--- config.mk ---
export PLATFORM = sky130hd
export DESIGN_NAME = conv_bank_loader
export DESIGN_NICKNAME = d
export VERILOG_FILES = /design/src/rtl/conv_bank_loader.sv
export SDC_FILE = /design/constraint.sdc
export NUM_CORES = 1
export LEC_CHECK = 0
export ABC_AREA = 1
export CORE_MARGIN = 2
export CORE_UTILIZATION = 50
export DETAILED_ROUTE_END_ITERATION = 10
export DONT_BUFFER_PORTS = 1
export GPL_TIMING_DRIVEN = 1
export PLACE_DENSITY = 0.71
export SLEW_MARGIN = 0
export SYNTH_ARGS = -nofsm -noshare
export SYNTH_HDL_FRONTEND = slang
export SYNTH_SLANG_ARGS = --single-unit
--- constraint.sdc ---
create_clock -name clk -period 1.4 [get_ports clk]
set_input_delay 0.14 -clock clk [delete_from_list [all_inputs] [get_ports clk]]
set_output_delay 0.14 -clock clk [all_outputs]
set_load 0.03 [all_outputs]
--- src/rtl/conv_bank_loader.sv ---
// conv_bank_loader
// Sequences one layer load of the convolution parameter bank. After a start
// command it takes 32-bit words from an upstream valid/ready stream and
// forwards them in the order M0 (M0_WORDS words), CN (1 word), K (kw words).
// Each forwarded word carries a one-hot load enable for the matching bank
// register.
//
// Ports:
//   clk        clock
//   rst_n      asynchronous active-low reset
//   i_start    load command pulse, only sampled in IDLE
//   i_k_words  kernel word count for this load, sampled with i_start
//   i_flush    synchronous abort back to IDLE, has priority over everything
//   i_s_valid  upstream word valid
//   i_s_data   upstream word
//   o_s_ready  loader accepts a word (any load state)
//   o_enb_M0   bank M0 shift enable
//   o_enb_CN   bank CN load enable
//   o_enb_K    bank K shift enable
//   o_data     word presented to the bank
//   o_busy     load in progress
//   o_done     one-cycle pulse together with the final enable
module conv_bank_loader #(
  parameter int WORD_WIDTH  = 32,
  parameter int M0_WORDS    = 2,
  parameter int K_WORDS_MAX = 3,
  parameter int KW_WIDTH    = 2
) (
  input  logic                  clk,
  input  logic                  rst_n,
  input  logic                  i_start,
  input  logic [KW_WIDTH-1:0]   i_k_words,
  input  logic                  i_flush,
  input  logic                  i_s_valid,
  input  logic [WORD_WIDTH-1:0] i_s_data,
  output logic                  o_s_ready,
  output logic                  o_enb_M0,
  output logic                  o_enb_CN,
  output logic                  o_enb_K,
  output logic [WORD_WIDTH-1:0] o_data,
  output logic                  o_busy,
  output logic                  o_done
);

  // The counter has to reach M0_WORDS-1 in LD_M0 and kw-1 in LD_K.
  localparam int M0_CW = $clog2(M0_WORDS + 1);
  localparam int CNT_W = (KW_WIDTH > M0_CW) ? KW_WIDTH : M0_CW;
  localparam logic [CNT_W-1:0] M0_LAST = CNT_W'(M0_WORDS - 1);

  typedef enum logic [1:0] {
    IDLE  = 2'd0,
    LD_M0 = 2'd1,
    LD_CN = 2'd2,
    LD_K  = 2'd3
  } state_t;

  state_t                  state_reg, state_next;
  logic [CNT_W-1:0]        cnt_reg, cnt_next;
  logic [KW_WIDTH-1:0]     kw_reg, kw_next;
  logic [KW_WIDTH-1:0]     kw_clamp;
  logic [CNT_W-1:0]        kw_last;
  logic                    beat;
  logic                    take;
  logic                    last_beat;
  logic                    enb_m0_next, enb_cn_next, enb_k_next;
  logic                    enb_m0_reg, enb_cn_reg, enb_k_reg;
  logic                    done_reg;
  logic [WORD_WIDTH-1:0]   data_reg;

  // Ready is a pure function of state so the upstream sees it without delay.
  assign o_s_ready = (state_reg != IDLE);
  assign beat      = i_s_valid & o_s_ready;
  // A beat that coincides with a flush is dropped entirely.
  assign take      = beat & ~i_flush;

  assign kw_clamp = (int'(i_k_words) > K_WORDS_MAX) ? KW_WIDTH'(K_WORDS_MAX) : i_k_words;
  // Only used in LD_K, where kw_reg is known to be non-zero.
  assign kw_last  = CNT_W'(kw_reg) - CNT_W'(1);

  always_comb begin
    state_next  = state_reg;
    cnt_next    = cnt_reg;
    kw_next     = kw_reg;
    last_beat   = 1'b0;
    enb_m0_next = 1'b0;
    enb_cn_next = 1'b0;
    enb_k_next  = 1'b0;

    case (state_reg)
      IDLE: begin
        if (i_start) begin
          kw_next    = kw_clamp;
          cnt_next   = '0;
          state_next = LD_M0;
        end
      end
      LD_M0: begin
        enb_m0_next = take;
        if (beat) begin
          if (cnt_reg == M0_LAST) begin
            cnt_next   = '0;
            state_next = LD_CN;
          end else begin
            cnt_next = cnt_reg + CNT_W'(1);
          end
        end
      end
      LD_CN: begin
        enb_cn_next = take;
        if (beat) begin
          cnt_next = '0;
          if (kw_reg != '0) begin
            state_next = LD_K;
          end else begin
            state_next = IDLE;
            last_beat  = 1'b1;
          end
        end
      end
      LD_K: begin
        enb_k_next = take;
        if (beat) begin
          if (cnt_reg == kw_last) begin
            cnt_next   = '0;
            state_next = IDLE;
            last_beat  = 1'b1;
          end else begin
            cnt_next = cnt_reg + CNT_W'(1);
          end
        end
      end
      default: begin
        state_next = IDLE;
        cnt_next   = '0;
      end
    endcase

    if (i_flush) begin
      state_next = IDLE;
      cnt_next   = '0;
      last_beat  = 1'b0;
    end
  end

  always_ff @(posedge clk or negedge rst_n) begin
    if (!rst_n) begin
      state_reg <= IDLE;
      cnt_reg   <= '0;
      kw_reg    <= '0;
    end else begin
      state_reg <= state_next;
      cnt_reg   <= cnt_next;
      kw_reg    <= kw_next;
    end
  end

  // Bank-side outputs are registered: a beat in cycle T shows up in T+1.
  always_ff @(posedge clk or negedge rst_n) begin
    if (!rst_n) begin
      enb_m0_reg <= 1'b0;
      enb_cn_reg <= 1'b0;
      enb_k_reg  <= 1'b0;
      done_reg   <= 1'b0;
      data_reg   <= '0;
    end else begin
      enb_m0_reg <= enb_m0_next;
      enb_cn_reg <= enb_cn_next;
      enb_k_reg  <= enb_k_next;
      done_reg   <= last_beat;
      if (take) begin
        data_reg <= i_s_data;
      end
    end
  end

  assign o_enb_M0 = enb_m0_reg;
  assign o_enb_CN = enb_cn_reg;
  assign o_enb_K  = enb_k_reg;
  assign o_data   = data_reg;
  assign o_done   = done_reg;
  // State is itself a register, so busy is registered and drops together
  // with the final enable.
  assign o_busy   = (state_reg != IDLE);

endmodule

==> impl_metrics.env <==
export IMPL_run_status="complete, no violations"
export IMPL_vias=1478
export IMPL_required_ns=1.26
export IMPL_cts_tree="yes"
export IMPL_synth_area_leaders="dfrtp_1, nand2_1, inv_1"
export IMPL_fin_crit_sh=0.9546
export IMPL_regArea_um2=1051
export IMPL_timing_final_ws_setup_ns=0.06357
export IMPL_ys_types=15
export IMPL_globalRouteTotalUtil=0.2146
export IMPL_dp_hpwl_um=2510
export IMPL_cts_buffers=5
export IMPL_min_period_ns=1.336
export IMPL_synth_main_ff_cell="dfrtp_1"
export IMPL_cts_root_buf="clkbuf_4"
export IMPL_port_buffers=0
export IMPL_maxCapViolations=0
export IMPL_layout_nets=300
export IMPL_synth_edf_count=0
export IMPL_grt_pass1_vias=1420
export IMPL_crit_fanout=3
export IMPL_gp_congestion=0.8172
export IMPL_largest_register_ffs=32
export IMPL_htree_levels=2
export IMPL_drc_errors=0
export IMPL_clock_skew_ns=0.002286
export IMPL_holdWs_ns=0.06423
export IMPL_p_total_uw=5452
export IMPL_antenna_found_initial=0
export IMPL_die_w_um=63.82
export IMPL_setup_viol=0
export IMPL_regToRegStartpoint="state_reg[1]"
export IMPL_first_pass_iters=5
export IMPL_clkTransAtPathRegs_ns=0.11
export IMPL_max_freq_ghz=0.7483
export IMPL_end_kind="output pin"
export IMPL_wl_per_cell_um=14.23
export IMPL_syn_avg_cell_area_um2=8.480
export IMPL_synth_cell_area_um2=1789
export IMPL_netlist_area_leader_share=0.5874
export IMPL_crit_type="reg2out"
export IMPL_synthArstFlopShare=1.000
export IMPL_initial_utilization=0.5279
export IMPL_p_leak_uw=0.001313
export IMPL_irDropWorstVdd_mv=1.147
export IMPL_worst_pin_slew_ns=0.3872
export IMPL_synth_nets=253
export IMPL_grt_max_degree=43
export IMPL_syn_to_final_growth_pct=33.64
export IMPL_hold_start="i_flush"
export IMPL_synth_seq_cells=42
export IMPL_yosys_warnings=0
export IMPL_drive_gt1_frac=0.1081
export IMPL_ys_seq_area_frac=0.5874
export IMPL_hold_viol=0
export IMPL_grt_overflow=0
export IMPL_worstSkewPairLatency_ns=0.35
export IMPL_wl_um=4341
export IMPL_holdCritPathClass="in2reg"
export IMPL_fp_dieH_um=63.82
export IMPL_crit_path_start="state_reg[1]"
export IMPL_yosys_top_cells_count="nand2_1, dfrtp_1, inv_1, nand3_1"
export IMPL_crit_arrival_ns=1.20
export IMPL_post_place_ws_ns=0.01533
export IMPL_yosysTopAreaCell="dfrtp_1"
export IMPL_drtAntennaViolNets=0
export IMPL_grt_pass1_wl_um=6575
export IMPL_clock_sinks=42
export IMPL_multi_input_area_um2=668.1
export IMPL_viasPerCell=4.846
export IMPL_num_io_pins=77
export IMPL_power_density_nw_per_um2=2280
export IMPL_syn_inst=211
export IMPL_relSlewSlack=0.7410
export IMPL_startpoint_type="flop"
export IMPL_slew_violations=0
export IMPL_coreArea_um2=3390
export IMPL_drt_initial_drc_count=101
export IMPL_dieArea_um2=4073
export IMPL_clk_path_buf_depth=2
export IMPL_n_antenna_cell=0
export IMPL_rows=21
export IMPL_synth_most_common_cell="nand2_1"
export IMPL_fill_cells=260
export IMPL_post_route_util=0.7054
-- layout make-up --
cell class                 instances  area share
timing repair buffer              46      0.1994
clock inverter                     1     0.01256
inverter                          16     0.02616
tap                               46     0.02407
multi-input combinational        147      0.2794
clock buffer                       7     0.01884
sequential                        42      0.4396
-- timing repair --
action                                  in CTS  in global routing
buffers inserted                             0                  2
endpoints found under the hold margin       77                  0
hold buffers                                37                  0
pin swaps                                    0                  1
endpoints found under the setup margin       2                 36
cloned                                       0                  1
gates resized for setup                      1                  9
-- metal layers --
| layer | routed length, um | part of all wire | track usage |
|---|---|---|---|
| met4 | 76 | 0.018 | 0.07337 |
| met1 | 1648 | 0.38 | 0.2394 |
| met2 | 2311 | 0.53 | 0.3828 |
| met5 | 0 | 0 | 0 |
| met3 | 304 | 0.070 | 0.06866 |
-- worst max-delay path, cell delays in order, from the launching register on --
cell and delay (ns):
dfrtp_1 0.41, nor2_2 0.17, inv_2 0.07, buf_4 0.20
-- final timing paths --
| kind | cells past startpoint | slack (ns) | to |
|---|---|---|---|
| min | 3 | 0.06 | cnt_reg[1] |
| min reg2reg | 2 | 0.55 | cnt_reg[0] |
| min in group asynchronous | 2 | 0.27 | o_data[31] |
| max | 3 | 0.06 | o_busy |
| max reg2reg | 8 | 0.09 | o_data[27] |
| max in group asynchronous | 2 | 0.94 | o_data[5] |
-- through the flow --
| step | TNS (ns) | instances | cell area, um^2 |
|---|---|---|---|
| 2_1_floorplan | 0 | 211 | 1789 |
| 3_3_place_gp | 0 | 257 | 1861 |
| 3_5_place_dp | 0 | 257 | 1861 |
| 4_1_cts | 0 | 302 | 2321 |
| 5_1_grt | -0.05540 | 305 | 2391 |
| 6_report | 0 | 305 | 2391 |
-- power breakdown --
part / switching, uW / internal [uW] / leakage [uW]
Sequential: 1360 / 1740 / 0.000528
Combinational: 979 / 627 / 0.000745
Clock: 366 / 379 / 0.0000395
-- cells by family (layout without fill, tap and decap cells) --
logic type	Yosys count	in the layout	share of synthesized area
simple gates	140	141	0.3140
compound gates	3	3	0.008389
fa+ha+maj	3	3	0.02098
flops	42	42	0.5874
buf+inv	23	70	0.06923
-- layout by cell type, fill, tap and decap left out --
cell type      count
nand2_1          121
buf_4              6
clkbuf_4           5
dfrtp_1           42
buf_6              1
inv_1             13
dlygate4sd3_1     36
nand2_4            1
nand3_1            6
ha_4               1
clkbuf_1           2
nand3_2            2
nor2_1             4
a21oi_1            3
nand3_4            1
inv_2              2
bufinv_16          1
inv_4              1
nand4_1            1
nor2_8             1
ha_1               2
nand2_2            1
buf_12             3
nor2_2             1
nor3_1             1
nor2_4             1
No activity file was read; power rests on OpenSTA's default activity.
